**config.mk**
```make
export PLATFORM = sky130hd
export DESIGN_NAME = imm_target_pipe
export DESIGN_NICKNAME = d
export VERILOG_FILES = /design/src/rtl/imm_target_pipe.sv
export SDC_FILE = /design/constraint.sdc
export NUM_CORES = 1
export LEC_CHECK = 0
export ABC_AREA = 1
export BUFFER_PORTS_ARGS = -buffer_cell sky130_fd_sc_hd__buf_2
export CORE_MARGIN = 2
export CORE_UTILIZATION = 50
export CTS_BUF_LIST = sky130_fd_sc_hd__clkbuf_2 sky130_fd_sc_hd__clkbuf_4 sky130_fd_sc_hd__clkbuf_8
export CTS_CLUSTER_SIZE = 40
export DETAILED_ROUTE_END_ITERATION = 7
export PLACE_DENSITY = 0.79
export SYNTH_ARGS = -nofsm -noshare
export SYNTH_HDL_FRONTEND = slang
export SYNTH_SLANG_ARGS = --single-unit
```
**constraint.sdc**
```tcl
create_clock -name clk -period 2.29 [get_ports clk]
set_input_delay 0.1145 -clock clk [delete_from_list [all_inputs] [get_ports clk]]
set_output_delay 0.1145 -clock clk [all_outputs]
set_load 0.03 [all_outputs]
```
**src/rtl/imm_target_pipe.sv**
```systemverilog
// RV32I immediate decode with PC-relative target, wrapped in a 1- or 2-stage
// valid/ready pipeline. The second stage exists only to take the target adder
// off the decode cycle.
module imm_target_pipe #(
   parameter int XLEN     = 32,
   parameter int SIGN_EXT = 1,
   parameter int STAGES   = 2,
   parameter int IALIGN   = 4
) (
   input  logic            clk,
   input  logic            rst_n,
   input  logic            in_valid,
   output logic            in_ready,
   input  logic [31:0]     in_instr,
   input  logic [XLEN-1:0] in_pc,
   output logic            out_valid,
   input  logic            out_ready,
   output logic [XLEN-1:0] out_imm,
   output logic [2:0]      out_fmt,
   output logic [XLEN-1:0] out_target,
   output logic            out_misalign,
   output logic            out_illegal
);

   localparam logic [2:0] FMT_R   = 3'd0;
   localparam logic [2:0] FMT_I   = 3'd1;
   localparam logic [2:0] FMT_S   = 3'd2;
   localparam logic [2:0] FMT_B   = 3'd3;
   localparam logic [2:0] FMT_U   = 3'd4;
   localparam logic [2:0] FMT_J   = 3'd5;
   localparam logic [2:0] FMT_ILL = 3'd7;

   logic [2:0]      dec_fmt;
   logic            dec_tgt_en;
   logic            dec_bj;
   logic            dec_ill;
   logic            ext_bit;
   logic [XLEN-1:0] dec_imm;

   always_comb begin
      dec_fmt    = FMT_ILL;
      dec_tgt_en = 1'b0;
      dec_bj     = 1'b0;
      case (in_instr[6:0])
         7'b0010011, 7'b0000011, 7'b1100111, 7'b1110011, 7'b0001111: dec_fmt = FMT_I;
         7'b0100011: dec_fmt = FMT_S;
         7'b1100011: begin
            dec_fmt    = FMT_B;
            dec_tgt_en = 1'b1;
            dec_bj     = 1'b1;
         end
         7'b0110111: dec_fmt = FMT_U;
         7'b0010111: begin
            dec_fmt    = FMT_U;
            dec_tgt_en = 1'b1;
         end
         7'b1101111: begin
            dec_fmt    = FMT_J;
            dec_tgt_en = 1'b1;
            dec_bj     = 1'b1;
         end
         7'b0110011: dec_fmt = FMT_R;
         default:    dec_fmt = FMT_ILL;
      endcase
   end

   assign dec_ill = (dec_fmt == FMT_ILL);

   // Every RISC-V immediate has its sign in instr[31], so one extension bit
   // serves all formats (including U extending from bit 31 on RV64).
   assign ext_bit = (SIGN_EXT != 0) && in_instr[31];

   always_comb begin
      dec_imm = {XLEN{ext_bit}};
      case (dec_fmt)
         FMT_I:   dec_imm[11:0] = in_instr[31:20];
         FMT_S:   dec_imm[11:0] = {in_instr[31:25], in_instr[11:7]};
         FMT_B:   dec_imm[12:0] = {in_instr[31], in_instr[7], in_instr[30:25],
                                   in_instr[11:8], 1'b0};
         FMT_U:   dec_imm[31:0] = {in_instr[31:12], 12'b0};
         FMT_J:   dec_imm[20:0] = {in_instr[31], in_instr[19:12], in_instr[20],
                                   in_instr[30:21], 1'b0};
         default: dec_imm = '0;
      endcase
   end

   function automatic logic mis_of(input logic [XLEN-1:0] t);
      if (IALIGN == 2) return t[0];
      else             return |t[1:0];
   endfunction

   if (STAGES == 1) begin : g_one
      logic            valid_q;
      logic [XLEN-1:0] imm_q;
      logic [XLEN-1:0] tgt_q;
      logic [XLEN-1:0] tgt_d;
      logic [2:0]      fmt_q;
      logic            mis_q;
      logic            mis_d;
      logic            ill_q;
      logic            load;

      assign load     = !valid_q || out_ready;
      assign in_ready = load;
      assign tgt_d    = dec_tgt_en ? (in_pc + dec_imm) : '0;
      assign mis_d    = dec_bj && mis_of(tgt_d);

      always_ff @(posedge clk or negedge rst_n) begin
         if (!rst_n) begin
            valid_q <= 1'b0;
            imm_q   <= '0;
            tgt_q   <= '0;
            fmt_q   <= '0;
            mis_q   <= 1'b0;
            ill_q   <= 1'b0;
         end else if (load) begin
            valid_q <= in_valid;
            if (in_valid) begin
               imm_q <= dec_imm;
               tgt_q <= tgt_d;
               fmt_q <= dec_fmt;
               mis_q <= mis_d;
               ill_q <= dec_ill;
            end
         end
      end

      assign out_valid    = valid_q;
      assign out_imm      = imm_q;
      assign out_fmt      = fmt_q;
      assign out_target   = tgt_q;
      assign out_misalign = mis_q;
      assign out_illegal  = ill_q;
   end else begin : g_two
      logic            s1_valid_q;
      logic [2:0]      s1_fmt_q;
      logic [XLEN-1:0] s1_imm_q;
      logic [XLEN-1:0] s1_pc_q;
      logic            s1_ill_q;
      logic            s1_tgt_en_q;
      logic            s1_bj_q;
      logic            s2_valid_q;
      logic [2:0]      s2_fmt_q;
      logic [XLEN-1:0] s2_imm_q;
      logic            s2_ill_q;
      logic [XLEN-1:0] s2_tgt_q;
      logic [XLEN-1:0] s2_tgt_d;
      logic            s2_mis_q;
      logic            s2_mis_d;
      logic            s2_load;
      logic            s1_advance;
      logic            s1_load;

      assign s2_load    = !s2_valid_q || out_ready;
      assign s1_advance = s1_valid_q && s2_load;
      assign s1_load    = !s1_valid_q || s1_advance;
      assign in_ready   = s1_load;

      assign s2_tgt_d = s1_tgt_en_q ? (s1_pc_q + s1_imm_q) : '0;
      assign s2_mis_d = s1_bj_q && mis_of(s2_tgt_d);

      always_ff @(posedge clk or negedge rst_n) begin
         if (!rst_n) begin
            s1_valid_q  <= 1'b0;
            s1_fmt_q    <= '0;
            s1_imm_q    <= '0;
            s1_pc_q     <= '0;
            s1_ill_q    <= 1'b0;
            s1_tgt_en_q <= 1'b0;
            s1_bj_q     <= 1'b0;
         end else if (s1_load) begin
            s1_valid_q <= in_valid;
            if (in_valid) begin
               s1_fmt_q    <= dec_fmt;
               s1_imm_q    <= dec_imm;
               s1_pc_q     <= in_pc;
               s1_ill_q    <= dec_ill;
               s1_tgt_en_q <= dec_tgt_en;
               s1_bj_q     <= dec_bj;
            end
         end
      end

      always_ff @(posedge clk or negedge rst_n) begin
         if (!rst_n) begin
            s2_valid_q <= 1'b0;
            s2_fmt_q   <= '0;
            s2_imm_q   <= '0;
            s2_ill_q   <= 1'b0;
            s2_tgt_q   <= '0;
            s2_mis_q   <= 1'b0;
         end else if (s2_load) begin
            s2_valid_q <= s1_valid_q;
            if (s1_valid_q) begin
               s2_fmt_q <= s1_fmt_q;
               s2_imm_q <= s1_imm_q;
               s2_ill_q <= s1_ill_q;
               s2_tgt_q <= s2_tgt_d;
               s2_mis_q <= s2_mis_d;
            end
         end
      end

      assign out_valid    = s2_valid_q;
      assign out_imm      = s2_imm_q;
      assign out_fmt      = s2_fmt_q;
      assign out_target   = s2_tgt_q;
      assign out_misalign = s2_mis_q;
      assign out_illegal  = s2_ill_q;
   end

endmodule

```
==> summary.txt <==
Setup path
  • Crit-path most repeated cell: nand2_1
  • CP startpoint kind: flip-flop
  • Worst setup EP type: flip-flop
  • R2R cell count: 12
  • Crit path max fanout: 5
  • Buf+Inv Stages, Crit Path: 0
  • RR Endpoint: out_target[21]$_DFFE_PN0P_
  • CP Cell Sequence: ha_1 > nand2_1 > nor2_1 > nand2_1 > nand3_1 > nand2_1 > nand2_1 > nand2_1 > nand2_1 > nand2_1 > nand3_1 > nand2_1
  • Slowest stage cell, crit path: ha_1
  • WP data arrival: 2.42 ns
  • Top delay family on crit path: simple AND/OR/NAND/NOR gates
  • WS Path Type: flip-flop to flip-flop
  • Crit path required time: 2.64 ns
  • RR Startpoint: g_two.s1_imm_q[4]$_DFFE_PN0P_
  • R2R setup slack: 0.22 ns
  • Crit-path max cell delay: 0.42 ns

Placement
  • Dpl hpwl: 17.5 mm
  • DP Worst Slack: 0.191 ns
  • Port bufs: 138
  • GP Congestion: 0.935

Die
  • Die width: 131 um
  • # IOs: 139
  • Die Span Y: 131 um
  • Core Region: 15900 um^2
  • Die area: 17300 um^2
  • Initial Utilization: 51.1%
  • Row count: 46

Clock network
  • H-tree depth: 4
  • Post-CTS Setup Bufs: 0
  • CTS Buf Count: 17
  • Clock tree buffer depth: 2
  • Clk pin slew, worst setup/hold paths: 0.08 ns
  • Clock Latency Late Sink: 0.47 ns
  • Root Buffer: clkbuf_8
  • CTS tree: done
  • CTS sink count: 141

Finish
  • Share of layout cells above drive strength 1: 15.8%
  • Syn-to-layout area delta: 24.3%
  • Final #Nets: 1464
  • Final Util: 63.6%
  • Fillers: 1428
  • Antenna cell count: 0

Power and ir drop
  • Peak supply drop: 0.000440 V
  • Psw: 0.00212 W
  • Clock network power share: 37.1%
  • Switch share: 31.4%
  • Static leakage: 6.09 nW
  • Internal power: 0.00463 W
  • Gate power share: 21.3%
  • Sequential power share: 41.6%
  • Power per cell area: 669 nW/um^2

Timing
  • Fin. max-slew vios: 0
  • Max-slew headroom: 42.7%
  • Fmax achieved: 482 MHz
  • Final Setup Violations: 0
  • Setup TNS: 0 ns
  • Period utilisation layout: 90.5%
  • RSZ-0062 raised after global routing: false
  • Final Hold Vio Count: 0
  • Worst slew pin tran: 0.859 ns
  • Final WS setup: 0.217 ns
  • Crit path time final: 2.07 ns
  • Fin Clk Skew: 0.0185 ns

Synth
  • Top post-synthesis cells by area: dfrtp_1, nand2_1, inv_1
  • Top FF cell, synth: dfrtp_1
  • Syn nets: 1272
  • Cell variety after synth: 37
  • Post-synthesis cell count: 1172
  • Mapped Area: 8120 um^2
  • Most frequent cell after synthesis: nand2_1
  • Sequential share of the synthesized area: 43.4%
  • #FFs+latches synth: 141
  • Synth top cells by count: nand2_1, inv_1, dfrtp_1
  • Ys async rst share: 100%
  • Post-synth top area share: 43.4%
  • EDFF count, synth: 0
  • Synth Warn #: 0
  • Area leader, netlist: dfrtp_1
  • Syn avg cell area: 6.93 um^2

Global route
  • Total track usage: 28.5%
  • Global-route wire length before repair: 38.9 mm
  • Largest net degree at the start of global routing: 87
  • Vias in the first global route: 7703
  • Grt total ovfl: 0
  • Initial antenna violation count: 0

Routing
  • Via density: 5.13
  • Routed Antenna Nets: 0
  • Vias: 8163
  • First drt pass iteration count: 8
  • Routed wire length: 24.2 mm
  • Wl on met1: 10.7 mm
  • Met3 wire length: 1.60 mm
  • Top sig layer: met4
  • Starting DRT DRC Count: 631
  • Drt drc: 0
  • Routed wl met2: 11.3 mm
  • Routed wire per std cell: 15.2 um

Hold path
  • WHS Path Cells: 3
  • HP Start: in_instr[31]
  • HP Class: primary input to flip-flop
  • Hold endpoint: g_two.s1_imm_q[31]$_DFFE_PN0P_

Run status
  • Status: complete, no violations

Run
  • Max cap viols: 0
worst register-to-register path, cell delays in order (launching register included):
cell	delay (ns)
dfrtp_1	0.41
ha_1	0.42
nand2_1	0.14
nor2_1	0.16
nand2_1	0.07
nand3_1	0.13
nand2_1	0.08
nand2_1	0.16
nand2_1	0.09
nand2_1	0.06
nand2_1	0.04
nand3_1	0.12
nand2_1	0.07
power groups by stage:
stage / clock network (W) / registers, W / logic, W
floorplan: 0 / 0.00298 / 0.000731
global placement: 0 / 0.00285 / 0.00134
detailed placement: 0 / 0.00285 / 0.00135
CTS: 0.00251 / 0.00280 / 0.00142
global route: 0.00262 / 0.00283 / 0.00159
finish: 0.00251 / 0.00281 / 0.00144
repair_timing:
action                     CTS  global route
resized for setup            0             1
hold buffers                51             0
setup endpoints to repair    0             4
hold endpoints to repair   109             0
worst max path at each step:
stage                                  start                          to  slack, ns  cells after the start
3_5_place_dp   g_two.s1_imm_q[0]$_DFFE_PN0P_  out_target[16]$_DFFE_PN0P_       0.19                     11
5_1_grt        g_two.s1_imm_q[4]$_DFFE_PN0P_  out_target[23]$_DFFE_PN0P_       0.03                     12
4_1_cts        g_two.s1_imm_q[0]$_DFFE_PN0P_  out_target[16]$_DFFE_PN0P_       0.17                     11
6_report       g_two.s1_imm_q[4]$_DFFE_PN0P_  out_target[21]$_DFFE_PN0P_       0.22                     12
2_1_floorplan  g_two.s1_imm_q[0]$_DFFE_PN0P_  out_target[16]$_DFFE_PN0P_       0.39                     11
3_3_place_gp   g_two.s1_imm_q[0]$_DFFE_PN0P_  out_target[14]$_DFFE_PN0P_       0.24                     10
cell type report:
type / instances / area [um^2] / area share [%]
tap: 216 / 270 / 2.68
clock buffer: 21 / 277 / 2.74
inverter: 151 / 569 / 5.64
clock inverter: 10 / 210 / 2.08
multi-input combinational: 849 / 3900 / 38.6
sequential: 141 / 3530 / 34.9
timing repair buffer: 204 / 1350 / 13.3
layer usage:
metal	vias up	global-route usage, %
met5	-	0
met3	52	4.63
li1	3997	-
met4	0	10.4
met2	312	46.6
met1	3802	38.5
per-stage QoR:
stage | total power, W | cell area (um^2) | cells | hold slack (ns)
CTS | 0.00674 | 10100 | 1592 | 0.000739
floorplan | 0.00371 | 8120 | 1172 | -0.181
global placement | 0.00419 | 9100 | 1510 | 0.130
finish | 0.00675 | 10100 | 1592 | 0.0146
detailed placement | 0.00420 | 9100 | 1510 | 0.125
global route | 0.00704 | 10100 | 1592 | 0.00418
placed cells by master (no fill, tap or decap), types with 2 or more instances in the layout:
master,netlist,routed
clkbuf_8,0,19
inv_2,8,8
buf_12,0,2
inv_1,142,142
bufinv_16,0,6
dfrtp_1,141,141
o21ai_1,9,9
o22ai_1,2,2
ha_1,31,31
clkbuf_4,0,2
nand4_1,3,3
o211ai_2,10,10
nor2_1,43,43
nand2_2,3,5
buf_2,10,137
nand3_1,75,75
buf_4,0,13
a31oi_1,2,2
nand2_1,578,576
nor3_1,7,7
and2_1,3,3
nand3_4,2,2
a21oi_1,30,30
or2_2,3,3
or2_1,2,2
a32o_1,2,2
dlygate4sd3_1,0,51
o21ai_0,33,33
cells by family after synthesis:
group           count (synthesis)  share of synthesized area [%]
fa+ha+maj                      32                           5.02
simple gates                  723                           35.7
buf+inv                       182                           8.69
compound gates                 93                           7.01
flops                         141                           43.4
xor+xnor                        1                          0.108
sequential cells by signal, summed over array words and instances (netlist names):
| register | flops |
|---|---|
| out_fmt | 3 |
| out_imm | 32 |
| g_two.s1_pc_q | 32 |
| out_illegal | 1 |
| out_target | 32 |
| out_misalign | 1 |
| g_two.s1_imm_q | 32 |
| g_two.s1_fmt_q | 3 |
| g_two.s1_tgt_en_q | 1 |
| g_two.s1_valid_q | 1 |
| g_two.s1_bj_q | 1 |
| out_valid | 1 |
| g_two.s1_ill_q | 1 |
(Power assumes the default switching activity.)
